**config.mk**
```make
export PLATFORM = sky130hd
export DESIGN_NAME = id_ex_aludec
export DESIGN_NICKNAME = d
export VERILOG_FILES = /design/src/rtl/id_ex_aludec_pkg.sv /design/src/rtl/id_ex_aludec_alu_decode.sv /design/src/rtl/id_ex_aludec.sv
export SDC_FILE = /design/constraint.sdc
export NUM_CORES = 1
export LEC_CHECK = 0
export CAP_MARGIN = 10
export CORE_ASPECT_RATIO = 0.8
export CORE_MARGIN = 2
export CORE_UTILIZATION = 50
export CTS_CLUSTER_DIAMETER = 120
export CTS_CLUSTER_SIZE = 30
export DETAILED_ROUTE_END_ITERATION = 12
export DONT_BUFFER_PORTS = 1
export PLACE_DENSITY = 0.68
export SLEW_MARGIN = 40
export SYNTH_ARGS = -nofsm -noshare
export SYNTH_HDL_FRONTEND = slang
export SYNTH_HIERARCHICAL = 1
export SYNTH_SLANG_ARGS = --single-unit
```
**constraint.sdc**
```tcl
create_clock -name clk_i -period 1.95 [get_ports clk_i]
set_input_delay 0.0975 -clock clk_i [delete_from_list [all_inputs] [get_ports clk_i]]
set_output_delay 0.0975 -clock clk_i [all_outputs]
set_load 0.02 [all_outputs]
```
**src/rtl/id_ex_aludec_pkg.sv**
```systemverilog
// ---------------------------------------------------------------------------
// id_ex_aludec_pkg
// Shared constants for the ID->EX ALU decode slice: ALU operation codes
// (also consumed by the ALU itself) and the RV32 opcode / funct fields the
// decoder recognises. The helper maps a base-ISA funct3 onto its ALU code.
// ---------------------------------------------------------------------------
package id_ex_aludec_pkg;

  // ALU operation codes
  localparam logic [3:0] ALU_NOP  = 4'h0;
  localparam logic [3:0] ALU_SUB  = 4'h1;
  localparam logic [3:0] ALU_MUL  = 4'h2;
  localparam logic [3:0] ALU_DIV  = 4'h3;
  localparam logic [3:0] ALU_AND  = 4'h4;
  localparam logic [3:0] ALU_XOR  = 4'h5;
  localparam logic [3:0] ALU_OR   = 4'h6;
  localparam logic [3:0] ALU_SLL  = 4'h7;
  localparam logic [3:0] ALU_ADD  = 4'h8;
  localparam logic [3:0] ALU_SLT  = 4'h9;
  localparam logic [3:0] ALU_SLTU = 4'hA;
  localparam logic [3:0] ALU_SRA  = 4'hD;
  localparam logic [3:0] ALU_SRL  = 4'hE;

  // RV32 major opcodes
  localparam logic [6:0] OPC_OP     = 7'b0110011;
  localparam logic [6:0] OPC_OP_IMM = 7'b0010011;
  localparam logic [6:0] OPC_LUI    = 7'b0110111;

  // funct7 variants
  localparam logic [6:0] F7_BASE   = 7'b0000000;
  localparam logic [6:0] F7_ALT    = 7'b0100000;
  localparam logic [6:0] F7_MULDIV = 7'b0000001;

  // funct3 values
  localparam logic [2:0] F3_ADD  = 3'b000;
  localparam logic [2:0] F3_SLL  = 3'b001;
  localparam logic [2:0] F3_SLT  = 3'b010;
  localparam logic [2:0] F3_SLTU = 3'b011;
  localparam logic [2:0] F3_XOR  = 3'b100;
  localparam logic [2:0] F3_SRL  = 3'b101;
  localparam logic [2:0] F3_OR   = 3'b110;
  localparam logic [2:0] F3_AND  = 3'b111;
  localparam logic [2:0] F3_MUL  = 3'b000;
  localparam logic [2:0] F3_DIV  = 3'b100;

  // funct3 -> ALU code for the base (funct7 = 0) integer operations
  function automatic logic [3:0] base_alu_code(input logic [2:0] f3);
    logic [3:0] code;
    case (f3)
      F3_ADD:  code = ALU_ADD;
      F3_SLL:  code = ALU_SLL;
      F3_SLT:  code = ALU_SLT;
      F3_SLTU: code = ALU_SLTU;
      F3_XOR:  code = ALU_XOR;
      F3_SRL:  code = ALU_SRL;
      F3_OR:   code = ALU_OR;
      default: code = ALU_AND;
    endcase
    return code;
  endfunction

endpackage

```
**src/rtl/id_ex_aludec_alu_decode.sv**
```systemverilog
// ---------------------------------------------------------------------------
// alu_decode
// Purely combinational RV32 ALU decoder: instruction word plus register-file
// operands in, one decoded ALU entry out.
//   instr_i     RV32 instruction word
//   rs1_i/rs2_i register-file read data
//   op1_o/op2_o ALU operands (zero when illegal)
//   aluop_o     ALU operation code (NOP when illegal)
//   rd_o        destination register (instr[11:7])
//   we_o        writeback enable (legal and rd != 0)
//   illegal_o   encoding not recognised
// ---------------------------------------------------------------------------
module alu_decode
  import id_ex_aludec_pkg::*;
#(
  parameter int WORD  = 32,
  parameter int ALUOP = 4
) (
  input  logic [31:0]      instr_i,
  input  logic [WORD-1:0]  rs1_i,
  input  logic [WORD-1:0]  rs2_i,
  output logic [WORD-1:0]  op1_o,
  output logic [WORD-1:0]  op2_o,
  output logic [ALUOP-1:0] aluop_o,
  output logic [4:0]       rd_o,
  output logic             we_o,
  output logic             illegal_o
);

  logic [6:0]        opcode;
  logic [2:0]        f3;
  logic [6:0]        f7;
  logic signed [11:0] imm_i;
  logic [WORD-1:0]   imm_sx;
  logic [WORD-1:0]   shamt_zx;
  logic [WORD-1:0]   upper_imm;
  logic [3:0]        code;
  logic              legal;
  logic [WORD-1:0]   op1;
  logic [WORD-1:0]   op2;

  assign opcode    = instr_i[6:0];
  assign f3        = instr_i[14:12];
  assign f7        = instr_i[31:25];
  assign imm_i     = instr_i[31:20];
  // Size cast of a signed value sign-extends to WORD.
  assign imm_sx    = WORD'(imm_i);
  assign shamt_zx  = WORD'(instr_i[24:20]);
  assign upper_imm = WORD'({instr_i[31:12], 12'b0});

  always_comb begin
    code  = ALU_NOP;
    legal = 1'b0;
    op1   = rs1_i;
    op2   = rs2_i;
    case (opcode)
      OPC_OP: begin
        case (f7)
          F7_BASE: begin
            legal = 1'b1;
            code  = base_alu_code(f3);
          end
          F7_ALT: begin
            if (f3 == F3_ADD) begin
              legal = 1'b1;
              code  = ALU_SUB;
            end else if (f3 == F3_SRL) begin
              legal = 1'b1;
              code  = ALU_SRA;
            end
          end
          F7_MULDIV: begin
            if (f3 == F3_MUL) begin
              legal = 1'b1;
              code  = ALU_MUL;
            end else if (f3 == F3_DIV) begin
              legal = 1'b1;
              code  = ALU_DIV;
            end
          end
          default: ;
        endcase
      end
      OPC_OP_IMM: begin
        op2 = imm_sx;
        case (f3)
          // Shift-immediates reuse imm[11:5] as funct7 and take a 5-bit shamt.
          F3_SLL: begin
            op2 = shamt_zx;
            if (f7 == F7_BASE) begin
              legal = 1'b1;
              code  = ALU_SLL;
            end
          end
          F3_SRL: begin
            op2 = shamt_zx;
            if (f7 == F7_BASE) begin
              legal = 1'b1;
              code  = ALU_SRL;
            end else if (f7 == F7_ALT) begin
              legal = 1'b1;
              code  = ALU_SRA;
            end
          end
          default: begin
            legal = 1'b1;
            code  = base_alu_code(f3);
          end
        endcase
      end
      OPC_LUI: begin
        legal = 1'b1;
        code  = ALU_ADD;
        op1   = '0;
        op2   = upper_imm;
      end
      default: ;
    endcase
    if (!legal) begin
      code = ALU_NOP;
      op1  = '0;
      op2  = '0;
    end
  end

  assign op1_o     = op1;
  assign op2_o     = op2;
  assign aluop_o   = ALUOP'(code);
  assign rd_o      = instr_i[11:7];
  assign we_o      = legal && (instr_i[11:7] != 5'd0);
  assign illegal_o = !legal;

endmodule

```
**src/rtl/id_ex_aludec.sv**
```systemverilog
// ---------------------------------------------------------------------------
// id_ex_aludec
// ID->EX boundary: decodes the incoming instruction combinationally and
// buffers decoded entries in a 2-entry in-order FIFO toward the ALU.
//   clk_i, rst_i                 clock, synchronous active-high reset
//   id_valid_i / id_ready_o      upstream handshake
//   id_instr_i, id_datars*_i     instruction and register operands
//   flush_i                      drop all buffered and same-cycle entries
//   ex_valid_o / ex_ready_i      downstream handshake
//   ex_datars*_o, ex_aluop_o,
//   ex_rd_o, ex_we_o, ex_illegal_o  head entry of the FIFO
// ---------------------------------------------------------------------------
module id_ex_aludec
  import id_ex_aludec_pkg::*;
#(
  parameter int WORD  = 32,
  parameter int ALUOP = 4
) (
  input  logic             clk_i,
  input  logic             rst_i,
  input  logic             id_valid_i,
  output logic             id_ready_o,
  input  logic [31:0]      id_instr_i,
  input  logic [WORD-1:0]  id_datars1_i,
  input  logic [WORD-1:0]  id_datars2_i,
  input  logic             flush_i,
  output logic             ex_valid_o,
  input  logic             ex_ready_i,
  output logic [WORD-1:0]  ex_datars1_o,
  output logic [WORD-1:0]  ex_datars2_o,
  output logic [ALUOP-1:0] ex_aluop_o,
  output logic [4:0]       ex_rd_o,
  output logic             ex_we_o,
  output logic             ex_illegal_o
);

  logic [WORD-1:0]  dec_op1;
  logic [WORD-1:0]  dec_op2;
  logic [ALUOP-1:0] dec_aluop;
  logic [4:0]       dec_rd;
  logic             dec_we;
  logic             dec_illegal;

  alu_decode #(
    .WORD  (WORD),
    .ALUOP (ALUOP)
  ) u_alu_decode (
    .instr_i   (id_instr_i),
    .rs1_i     (id_datars1_i),
    .rs2_i     (id_datars2_i),
    .op1_o     (dec_op1),
    .op2_o     (dec_op2),
    .aluop_o   (dec_aluop),
    .rd_o      (dec_rd),
    .we_o      (dec_we),
    .illegal_o (dec_illegal)
  );

  logic [1:0]       count_q,   count_d;
  logic             wr_ptr_q,  wr_ptr_d;
  logic             rd_ptr_q,  rd_ptr_d;
  logic [WORD-1:0]  op1_q[2],  op1_d[2];
  logic [WORD-1:0]  op2_q[2],  op2_d[2];
  logic [ALUOP-1:0] aluop_q[2], aluop_d[2];
  logic [4:0]       rd_q[2],   rd_d[2];
  logic             we_q[2],   we_d[2];
  logic             ill_q[2],  ill_d[2];

  logic push;
  logic pop;

  // Handshake depends on registered count only, so ready has no comb path
  // from any input.
  assign id_ready_o = (count_q != 2'd2);
  assign ex_valid_o = (count_q != 2'd0);
  assign push       = id_valid_i && id_ready_o && !flush_i;
  assign pop        = ex_valid_o && ex_ready_i && !flush_i;

  always_comb begin
    count_d  = count_q;
    wr_ptr_d = wr_ptr_q;
    rd_ptr_d = rd_ptr_q;
    op1_d    = op1_q;
    op2_d    = op2_q;
    aluop_d  = aluop_q;
    rd_d     = rd_q;
    we_d     = we_q;
    ill_d    = ill_q;
    if (flush_i) begin
      count_d  = 2'd0;
      wr_ptr_d = 1'b0;
      rd_ptr_d = 1'b0;
    end else begin
      if (push) begin
        op1_d[wr_ptr_q]   = dec_op1;
        op2_d[wr_ptr_q]   = dec_op2;
        aluop_d[wr_ptr_q] = dec_aluop;
        rd_d[wr_ptr_q]    = dec_rd;
        we_d[wr_ptr_q]    = dec_we;
        ill_d[wr_ptr_q]   = dec_illegal;
        wr_ptr_d          = ~wr_ptr_q;
      end
      if (pop) begin
        rd_ptr_d = ~rd_ptr_q;
      end
      count_d = count_q + {1'b0, push} - {1'b0, pop};
    end
  end

  // Storage is cleared on reset too so the head reads as all zeros afterwards.
  always_ff @(posedge clk_i) begin
    if (rst_i) begin
      count_q  <= 2'd0;
      wr_ptr_q <= 1'b0;
      rd_ptr_q <= 1'b0;
      op1_q    <= '{default: '0};
      op2_q    <= '{default: '0};
      aluop_q  <= '{default: '0};
      rd_q     <= '{default: '0};
      we_q     <= '{default: 1'b0};
      ill_q    <= '{default: 1'b0};
    end else begin
      count_q  <= count_d;
      wr_ptr_q <= wr_ptr_d;
      rd_ptr_q <= rd_ptr_d;
      op1_q    <= op1_d;
      op2_q    <= op2_d;
      aluop_q  <= aluop_d;
      rd_q     <= rd_d;
      we_q     <= we_d;
      ill_q    <= ill_d;
    end
  end

  assign ex_datars1_o = op1_q[rd_ptr_q];
  assign ex_datars2_o = op2_q[rd_ptr_q];
  assign ex_aluop_o   = aluop_q[rd_ptr_q];
  assign ex_rd_o      = rd_q[rd_ptr_q];
  assign ex_we_o      = we_q[rd_ptr_q];
  assign ex_illegal_o = ill_q[rd_ptr_q];

endmodule

```
# Word-level counts from Yosys, hierarchy flattened
# Cells that the tools add are included.
# op_classes
eq_ne	12
shifts	0
n_addsub	2
mul	0
n_reduce_logical	15
magnitude_cmp	3
n_mux	60
n_div	0
n_bitwise	5
# op_table
op	n
two-way mux 32 bit	11
bitwise mux 64 bit	2
one-hot mux 32 bit (2 select lines)	1
two-way mux 4 bit	10
demux 32 bit (select 1 bit)	1
one-hot mux 4 bit (7 select lines)	1
one-hot mux 4 bit (3 select lines)	2
equality test 7 x 6 -> 1 bit, second input constant	3
two-way mux 5 bit	4
one-hot mux 4 bit (5 select lines)	1
two-way mux 1 bit	14
bitwise mux 10 bit	1
equality test 3 bit, second input constant	3
bitwise mux 8 bit	1
one-hot mux 4 bit (2 select lines)	1
equality test 7 x 1 -> 1 bit, second input constant	1
equality test 7 x 5 -> 1 bit, second input constant	1
logical NOT 7 bit	1
equality test 3 x 2 -> 1 bit, second input constant	2
logical AND 1 bit	6
one-hot mux 1 bit (3 select lines)	2
demux 5 bit (select 1 bit)	1
nonzero test 5 bit	1
bitwise mux 2 bit	2
18 further kinds	24
# word_totals
out_inout_bits	77
latch_bits	0
ramBits	0
rom_bits	0
register_bits	154
n_memories	0

# Depth between registers and ports, before layout
# Gate-level depths: netlist of the first run.
# depth
word_depth	7
depth_mapped	9
depth_no_buf	8

# By module
# Netlist of the first run, hierarchy kept.
# modules_own_cells
module	n_inst	area_each_um2	cells_per_inst	seq_area_each_um2
id_ex_aludec	1	7235.7	681	3083.0
alu_decode	1	1381.3	215	0.0

# Least setup slack after synthesis of the first run
# Ideal clock, no wire load.
# synth_timing
path_kind	input -> register
start	in id_instr_i[3]
end	reg op2_q[47] (netlist bit)
required_ns	1.878
slack_ns	-0.143
arrival_time_ns	2.021
stages	9
n_path_buf	2
setup_ns	0.072
path_cell_list	or4b_1 > or2_2 > clkbuf_1 > a21oi_2 > nor4_4 > buf_6 > a31oi_2 > nand2b_1 > mux2i_1
# synth_via
elab_chain_len	4
word_cells_on_any_way	7
cone_classes	eq/ne: 3; mux: 4
# synth_rtl
item	line_no	rtl
start, declared	id_ex_aludec.sv:23	input logic [31:0] id_instr_i,
equality test 7 x 6 -> 1 bit / equality test 7 x 5 -> 1 bit (equally long branches)	id_ex_aludec_alu_decode.sv:56	case (opcode)
one-hot mux 1 bit (3 select lines) / one-hot mux 32 bit (2 select lines) (equally long branches)	id_ex_aludec_alu_decode.sv:56	
two-way mux 32 bit (*)	id_ex_aludec_alu_decode.sv:119	if (!legal) begin
named net dec_op2[15]	id_ex_aludec.sv:38	logic [WORD-1:0] dec_op2;
bitwise mux 64 bit (*)	id_ex_aludec.sv:96	op2_d[wr_ptr_q] = dec_op2;
end signal, assigned	id_ex_aludec.sv:127	op2_q <= op2_d;
end, declared	id_ex_aludec.sv:63	logic [WORD-1:0] op2_q[2], op2_d[2];
# The timed path passes the listed nets; every way through them passes the cells marked *.
# A chain may end at the register's enable or synchronous reset.

# Final worst setup path of the first run
# layout_timing
start	reg count_q[0]
end	reg count_q[1]
# layout_via
elab_chain_len	5
word_cells_on_any_way	8
cone_classes	add/sub: 2; eq/ne: 1; reduce/logical: 5
# layout_rtl
item	line_no	rtl
start, declared	id_ex_aludec.sv:59	logic [1:0] count_q, count_d;
start signal, assigned	id_ex_aludec.sv:123	count_q <= count_d;
!= test 2 bit	id_ex_aludec.sv:74	assign id_ready_o = (count_q != 2'd2);
logical AND 1 bit (2 in a row)	id_ex_aludec.sv:76	assign push = id_valid_i && id_ready_o && !flush_i;
adder 2 x 1 -> 2 bit	id_ex_aludec.sv:106	count_d = count_q + {1'b0, push} - {1'b0, pop};
subtractor 2 x 1 -> 2 bit (*)	id_ex_aludec.sv:106	
# Every way passes the cells marked *; elsewhere a longest branch is shown, timed or not.

==> metrics, run 1 <==
status finished, violations left; failing checks negative setup slack; met2 usage 0.433; Crit Path Max Fanout 5; DR WL/cell 18.6 µm; Worst R2R Path Depth 8; M3 GR Usage 0.0613; htree depth 4; Hold Slack 0.00647 ns; die area 18300 µm²; total CTS buffers 17; Reg2Reg Launch Point count_q[0]$_SDFF_PP0_; final worst-path cycle share 1.00; Root Driver clkbuf_16; Vias 6699; Critical Path RT 2.28 ns; cell mode on critical path ha_1; CP endpoint kind register; hold path depth 4; initial antenna violation count 0; Starting Density 0.516; Placed Cells 1075; die height 121 µm; grt peak-use layer met2; maximum vdd drop 0.687 mV; Setup TNS -0.00532 ns; highest clock rate 511 MHz; Routed Wire Length 22.8 mm; largest net degree at the start of global routing 153; Worst Hold Endpoint op2_q[48]$_SDFFE_PP0P_; Antenna Nets Post-Route 0; flop-to-flop setup slack -0.005 ns; DRT iter0 DRCs 309; area grow syn2layout 24.1%; Cells after Synth 896; CP max stage cell dfxtp_2; Max-Cap Viols 0; ranking of synthesized cells by area dfxtp_1 (36%), mux2i_1 (18%), nand2b_1 (17%), mux2_2 (9.8%), nor2b_1 (2.4%); routability cong. 0.861; ys flop type dfxtp_1; Data arrival, critical path 2.29 ns; Ys Warns 6; Yosys top cell by area dfxtp_1; # diodes 0; clock-pin slew on the worst setup and hold paths 0.06 ns; Max stage delay on crit path 0.35 ns; P_leak 4.05 nW; vias in the first global route 7148; RSZ-0062 raised after global routing true; crit path time final 1.96 ns; total grt overflow 0; Avg Synthesized Cell Area 9.62 µm²; Unique masters post-synth 54; chip width 151 µm; asr flop ratio synth 0; Clock Skew 0.00923 ns; post-synth top area share 0.358; DR DRC count 0; number of port buffers 0; endpoints failing setup 1; GRT Total Usage 0.253; floorplan row count 42; grt met1 use 0.315; first-pass GRT wire length 36.6 mm; via/cell ratio 5.47; Top Ports 178; Final Slew Violations 0; Net Count, Synth 999; setup slack after layout -0.00532 ns; worst slew pin tran 0.590 ns; Max-slew headroom 0.603; fill count 1358; register area share after synthesis 0.358; worst path cell trace and2b_1 -> or3_1 -> ha_1 -> inv_1 -> ha_1 -> xor2_2 -> and2_1 -> nor3_2; WP buf/inv 1; deepest clock path buffer count 2; hold_sp id_instr_i[16]; post-synthesis register bit count 154; crit path kind register to register; CTS tree done; Worst Setup Start Kind register; Cell Area, Synth 8620 µm²; layout cell share with drive strength beyond 1 0.171; endpoints failing hold 0; worst skew pair latency 0.41 ns; hpwl dp 14.0 mm; r2r endpoint count_q[1]$_SDFF_PP0_; TritonRoute pass-1 iters 5; clk sink count 154; min-delay worst type input port to register; critical path's top delay family simple AND/OR/NAND/NOR gates; number of flops mapped to enable cells by yosys 0; nets@finish 1096; Non-Filler Instances 1225; P per Cell Area 636 nW/µm²; setup bufs post-CTS 0; core area 16700 µm²
-- cells in the mapped netlist (3+ instances only) --
cell type and count:
nand3_1 19, a21oi_1 10, a22o_1 5, clkbuf_1 45
inv_1 6, o21ai_0 5, buf_4 7, buf_1 4
nor2_1 28, buf_6 8, nand2_1 20, or2_2 3
nand2b_1 228, or4_1 4, a22oi_1 6, nand3b_1 3
a31oi_2 11, nor3_1 9, and2_1 3, buf_2 11
a31oi_1 4, nor2b_1 33, mux2_2 75, mux2i_1 151
or3_1 4, dfxtp_1 154, a211oi_1 6
-- worst reg2reg max path: cells and delay by family (launching register included) --
kind | cells | cell delay (ns)
simple gates | 4 | 0.84
fa+ha+maj | 2 | 0.48
flops | 1 | 0.35
xor+xnor | 1 | 0.16
buf+inv | 1 | 0.04
-- metal layers --
metal / routed length [µm] / up-vias
li1: - / 3240
met1: 10200 / 3274
met2: 11000 / 159
met3: 1230 / 26
met4: 337 / 0
met5: 0 / -
-- placed cells by master, fill, tap and decap left out, types with 3 or more instances in the layout --
| master | count |
|---|---|
| dfxtp_1 | 152 |
| clkinv_4 | 4 |
| a31oi_1 | 4 |
| clkinvlp_4 | 4 |
| nor4_4 | 3 |
| clkbuf_16 | 18 |
| dlygate4sd3_1 | 118 |
| nor2b_1 | 33 |
| mux2i_1 | 151 |
| a31oi_2 | 11 |
| nor3_1 | 8 |
| and2_1 | 3 |
| nand2b_1 | 228 |
| a22o_1 | 5 |
| o21ai_0 | 5 |
| mux2_2 | 75 |
| or3_1 | 4 |
| a22oi_1 | 6 |
| buf_4 | 26 |
| or2_2 | 3 |
| buf_12 | 8 |
| nand3b_1 | 3 |
| a211oi_1 | 6 |
| nor2_1 | 28 |
| nand3_1 | 19 |
| a21oi_1 | 10 |
| inv_1 | 6 |
| nand2_1 | 20 |
-- through the flow --
stage                     utilization  setup WS, ns  instance area [µm²]  total power (W)
after CTS                       0.639        0.0147                10700          0.00687
after floorplan                     -       -0.0324                 8630          0.00360
after detailed placement        0.533        -0.329                 8900          0.00361
final                           0.640      -0.00532                10700          0.00680
after global placement          0.533        -0.301                 8900          0.00360
after global routing            0.640        -0.115                10700          0.00705
-- worst max-delay path by stage --
stage                              to                  start  cells after the start  slack [ns]
2_1_floorplan  op2_q[47]$_SDFFE_PP0P_         id_instr_i[26]                      8       -0.03
3_3_place_gp   op2_q[58]$_SDFFE_PP0P_         id_instr_i[26]                      8       -0.30
3_5_place_dp   op2_q[26]$_SDFFE_PP0P_         id_instr_i[26]                      8       -0.33
4_1_cts         count_q[1]$_SDFF_PP0_  count_q[0]$_SDFF_PP0_                      8        0.01
5_1_grt         count_q[1]$_SDFF_PP0_  count_q[0]$_SDFF_PP0_                      8       -0.12
6_report        count_q[1]$_SDFF_PP0_  count_q[0]$_SDFF_PP0_                      8      -0.005
-- timing repair --
action | 4_1_cts | 5_1_grt
setup endpoints to repair | 1 | 3
resized for setup | 1 | 2
hold buffers | 119 | 0
hold endpoints to repair | 154 | 0
-- state kept, by name (all words and copies together), names as in the netlist --
register,cells
ill_q,2
op2_q,64
rd_q,10
count_q,2
we_q,2
op1_q,64
rd_ptr_q,1
aluop_q,8
wr_ptr_q,1
-- cells by family (layout without fill, tap and decap cells) --
family / count (synthesis) / count (layout) / synth area share
AO/OA/AOI/OAI: 58 / 58 / 0.0540
XOR/XNOR: 4 / 4 / 0.00407
adder cells (fa/ha/maj): 2 / 2 / 0.00290
buffers and inverters: 82 / 191 / 0.0473
flip-flops: 154 / 154 / 0.358
multiplexers: 226 / 226 / 0.273
AND/OR/NAND/NOR: 370 / 370 / 0.260
-- cell type report --
type / instances / area, µm² / area share
Multi-Input combinational cell: 660 / 5170 / 0.484
Sequential cell: 154 / 3090 / 0.289
Inverter: 7 / 26.3 / 0.00246
Tap cell: 220 / 275 / 0.0257
Clock buffer: 20 / 478 / 0.0447
Clock inverter: 11 / 87.6 / 0.00819
Timing Repair Buffer: 153 / 1560 / 0.146
-- report_power, final --
part	internal [W]	switching, W	total, W
combinational	0.000280	0.000214	0.000494
sequential	0.00316	0.0000106	0.00317
clock	0.00178	0.00136	0.00314
(Power assumes the default switching activity.)
==> run 2: changes to the inputs <==
--- a/config.mk
+++ b/config.mk
@@ -5,15 +5,14 @@
 export SDC_FILE = /design/constraint.sdc
 export NUM_CORES = 1
 export LEC_CHECK = 0
+export BUFFER_PORTS_ARGS = -buffer_cell sky130_fd_sc_hd__buf_2
 export CAP_MARGIN = 10
 export CORE_ASPECT_RATIO = 0.8
 export CORE_MARGIN = 2
-export CORE_UTILIZATION = 50
+export CORE_UTILIZATION = 40
 export CTS_CLUSTER_DIAMETER = 120
 export CTS_CLUSTER_SIZE = 30
 export DETAILED_ROUTE_END_ITERATION = 12
-export DONT_BUFFER_PORTS = 1
-export PLACE_DENSITY = 0.68
 export SLEW_MARGIN = 40
 export SYNTH_ARGS = -nofsm -noshare
 export SYNTH_HDL_FRONTEND = slang
==> run 2 against run 1 <==
The flow now finishes without violations. Via count is 1.4% higher. Sequential share of layout area decreased by 0.44 points. Combinational power increased by 29%. Critical path depth up 1. Critical path type is now input port to register.
==> metrics, run 2 (synthesis gave the netlist of run 1 again) <==
Final Slew Violations 0 (unchanged); Clock power frac 0.458 (-0.004); number of port buffers 177 (+177); Pwr Total 0.00702 W (+3.1%); Critical Path RT 2.30 ns (+0.02 ns); die area 22700 µm² (+24%); DRT iter0 DRCs 315 (+1.9%); highest clock rate 516 MHz (+0.93%); Antenna Nets Post-Route 0 (unchanged); CP endpoint kind register; # diodes 0 (unchanged); layout cell share with drive strength beyond 1 0.354 (+0.183); commonest non-fill, non-tap cell in the layout nand2b_1; endpoints failing setup 0 (-1); first-pass GRT wire length 35.5 mm (-2.9%); Starting Density 0.403 (-0.113); Worst Setup Start Kind input port; Setup TNS 0 ns (+0.00532 ns); Top Ports 178 (unchanged); dpl ws -0.422 ns (-0.0936 ns); DR DRC count 0 (unchanged); worst skew pair latency 0.43 ns (+0.02 ns); via/cell ratio 4.95 (-9.5%); Routed Wire Length 22.5 mm (-0.99%); initial antenna violation count 0 (unchanged); Pint 0.00529 W (+1.4%); Largest regs op1_q: 64 flops, op2_q: 64 flops, rd_q: 10 flops; nets@finish 1187 (+8.3%); sequential power share 0.451 (-0.015); routability cong. 0.885 (+2.8%); Root Driver clkbuf_16; maximum vdd drop 0.512 mV (-26%); combinational share of power 0.091 (+0.018); crit path time final 1.94 ns (-0.0180 ns); P_leak 4.76 nW (+18%); endpoints failing hold 0 (unchanged); RSZ-0062 raised after global routing true; clk sink count 154 (unchanged); status complete, no violations; Crit Path Max Fanout 16 (+11); largest net degree at the start of global routing 74 (-52%); setup slack after layout 0.0127 ns (+0.0180 ns); core area 21400 µm² (+28%); deepest clock path buffer count 2 (unchanged); htree depth 4 (unchanged); area grow syn2layout 25.9%; Max-Cap Viols 0 (unchanged); P per Cell Area 646 nW/µm² (+1.6%); Sw Share 0.246 (+0.0123); total grt overflow 0 (unchanged); Vias 6791 (+1.4%); worst slew pin tran 0.592 ns (+0.00108 ns); min-delay worst type input port to register; total CTS buffers 17 (unchanged); commonest non-fill, non-tap cells in the layout nand2b_1 (227), buf_2 (174), dfxtp_1 (153); Clock Skew 0.00909 ns (-0.000142 ns); floorplan row count 48 (+14%); TritonRoute pass-1 iters 5 (unchanged); crit path kind input port to register; Data arrival, critical path 2.29 ns (about the same); DR WL/cell 16.4 µm (-12%); CTS tree done; final worst-path cycle share 0.993 (-0.00923); Psw 0.00172 W (+8.6%); vias in the first global route 6791 (-5.0%); GRT Total Usage 0.196 (-0.0571); chip width 168 µm (+11%); Max-slew headroom 0.606 (+0.00223); die height 135 µm (+11%); clock-pin slew on the worst setup and hold paths 0.07 ns (about the same); hpwl dp 15.3 mm (+9.5%)
run 2: cell types whose count changed in the layout (fill, tap and decap cells not counted), sizes merged:
cell | previous run | this run
clkinv | 5 | 3
buf | 35 | 237
dlygate4sd3 | 118 | 5
inv | 9 | 10
clkinvlp | 4 | 5
clkbuf | 20 | 22
bufinv | 0 | 1
run 2: cell type report:
type / count / area (µm²)
multi-input combinational: 660 / 5250
timing repair buffer: 244 / 1580
tap: 275 / 344
clock buffer: 20 / 447
inverter: 7 / 26.3
clock inverter: 12 / 116
fill: 2035 / 10500
sequential: 154 / 3090
run 2: timing repair:
item / 4_1_cts / 5_1_grt
endpoints found under the setup margin: 0 / 16
buffers inserted: 0 / 4
endpoints found under the hold margin: 9 / 0
gates resized for setup: 0 / 22
hold buffers: 5 / 0
run 2: power by group through the flow:
stage	registers (W)	logic [W]	clock network (W)
floorplan	0.00323	0.000368	0
global placement	0.00324	0.000618	0
detailed placement	0.00324	0.000614	0
CTS	0.00317	0.000624	0.00331
global route	0.00317	0.000683	0.00341
finish	0.00317	0.000637	0.00321
run 2: critical path, cell delays in order:
cell	delay [ns]
buf_6	0.09
or4_4	0.55
or4b_4	0.52
nor3_4	0.32
nor3_4	0.13
clkbuf_16	0.21
nor2b_1	0.13
nand2b_1	0.08
mux2i_1	0.14
run 2: final timing paths:
kind,startpoint,to,slack [ns],depth (start not counted)
max,id_instr_i[26],op1_q[58]$_SDFFE_PP0P_,0.01,9
min,id_instr_i[11],rd_q[4]$_SDFFE_PP0P_,0.02,3
min reg2reg,op1_q[22]$_SDFFE_PP0P_,op1_q[22]$_SDFFE_PP0P_,0.47,2
max reg2reg,count_q[0]$_SDFF_PP0_,count_q[1]$_SDFF_PP0_,0.10,8
run 2: through the flow:
stage / hold slack, ns / util / instance area (µm²) / instances
global placement: 0.394 / 0.470 / 10100 / 1329
finish: 0.0156 / 0.508 / 10900 / 1372
floorplan: 0.259 / - / 8630 / 896
global route: 0.0357 / 0.508 / 10900 / 1372
CTS: 0.00108 / 0.499 / 10700 / 1366
detailed placement: 0.391 / 0.470 / 10100 / 1329
run 2: per-layer routing:
layer	track usage	vias to the layer above	wire [µm]
met2	0.308	139	10000
met4	0.0503	0	282
met3	0.0377	18	846
li1	-	3437	-
met5	0	-	0
met1	0.277	3197	11400
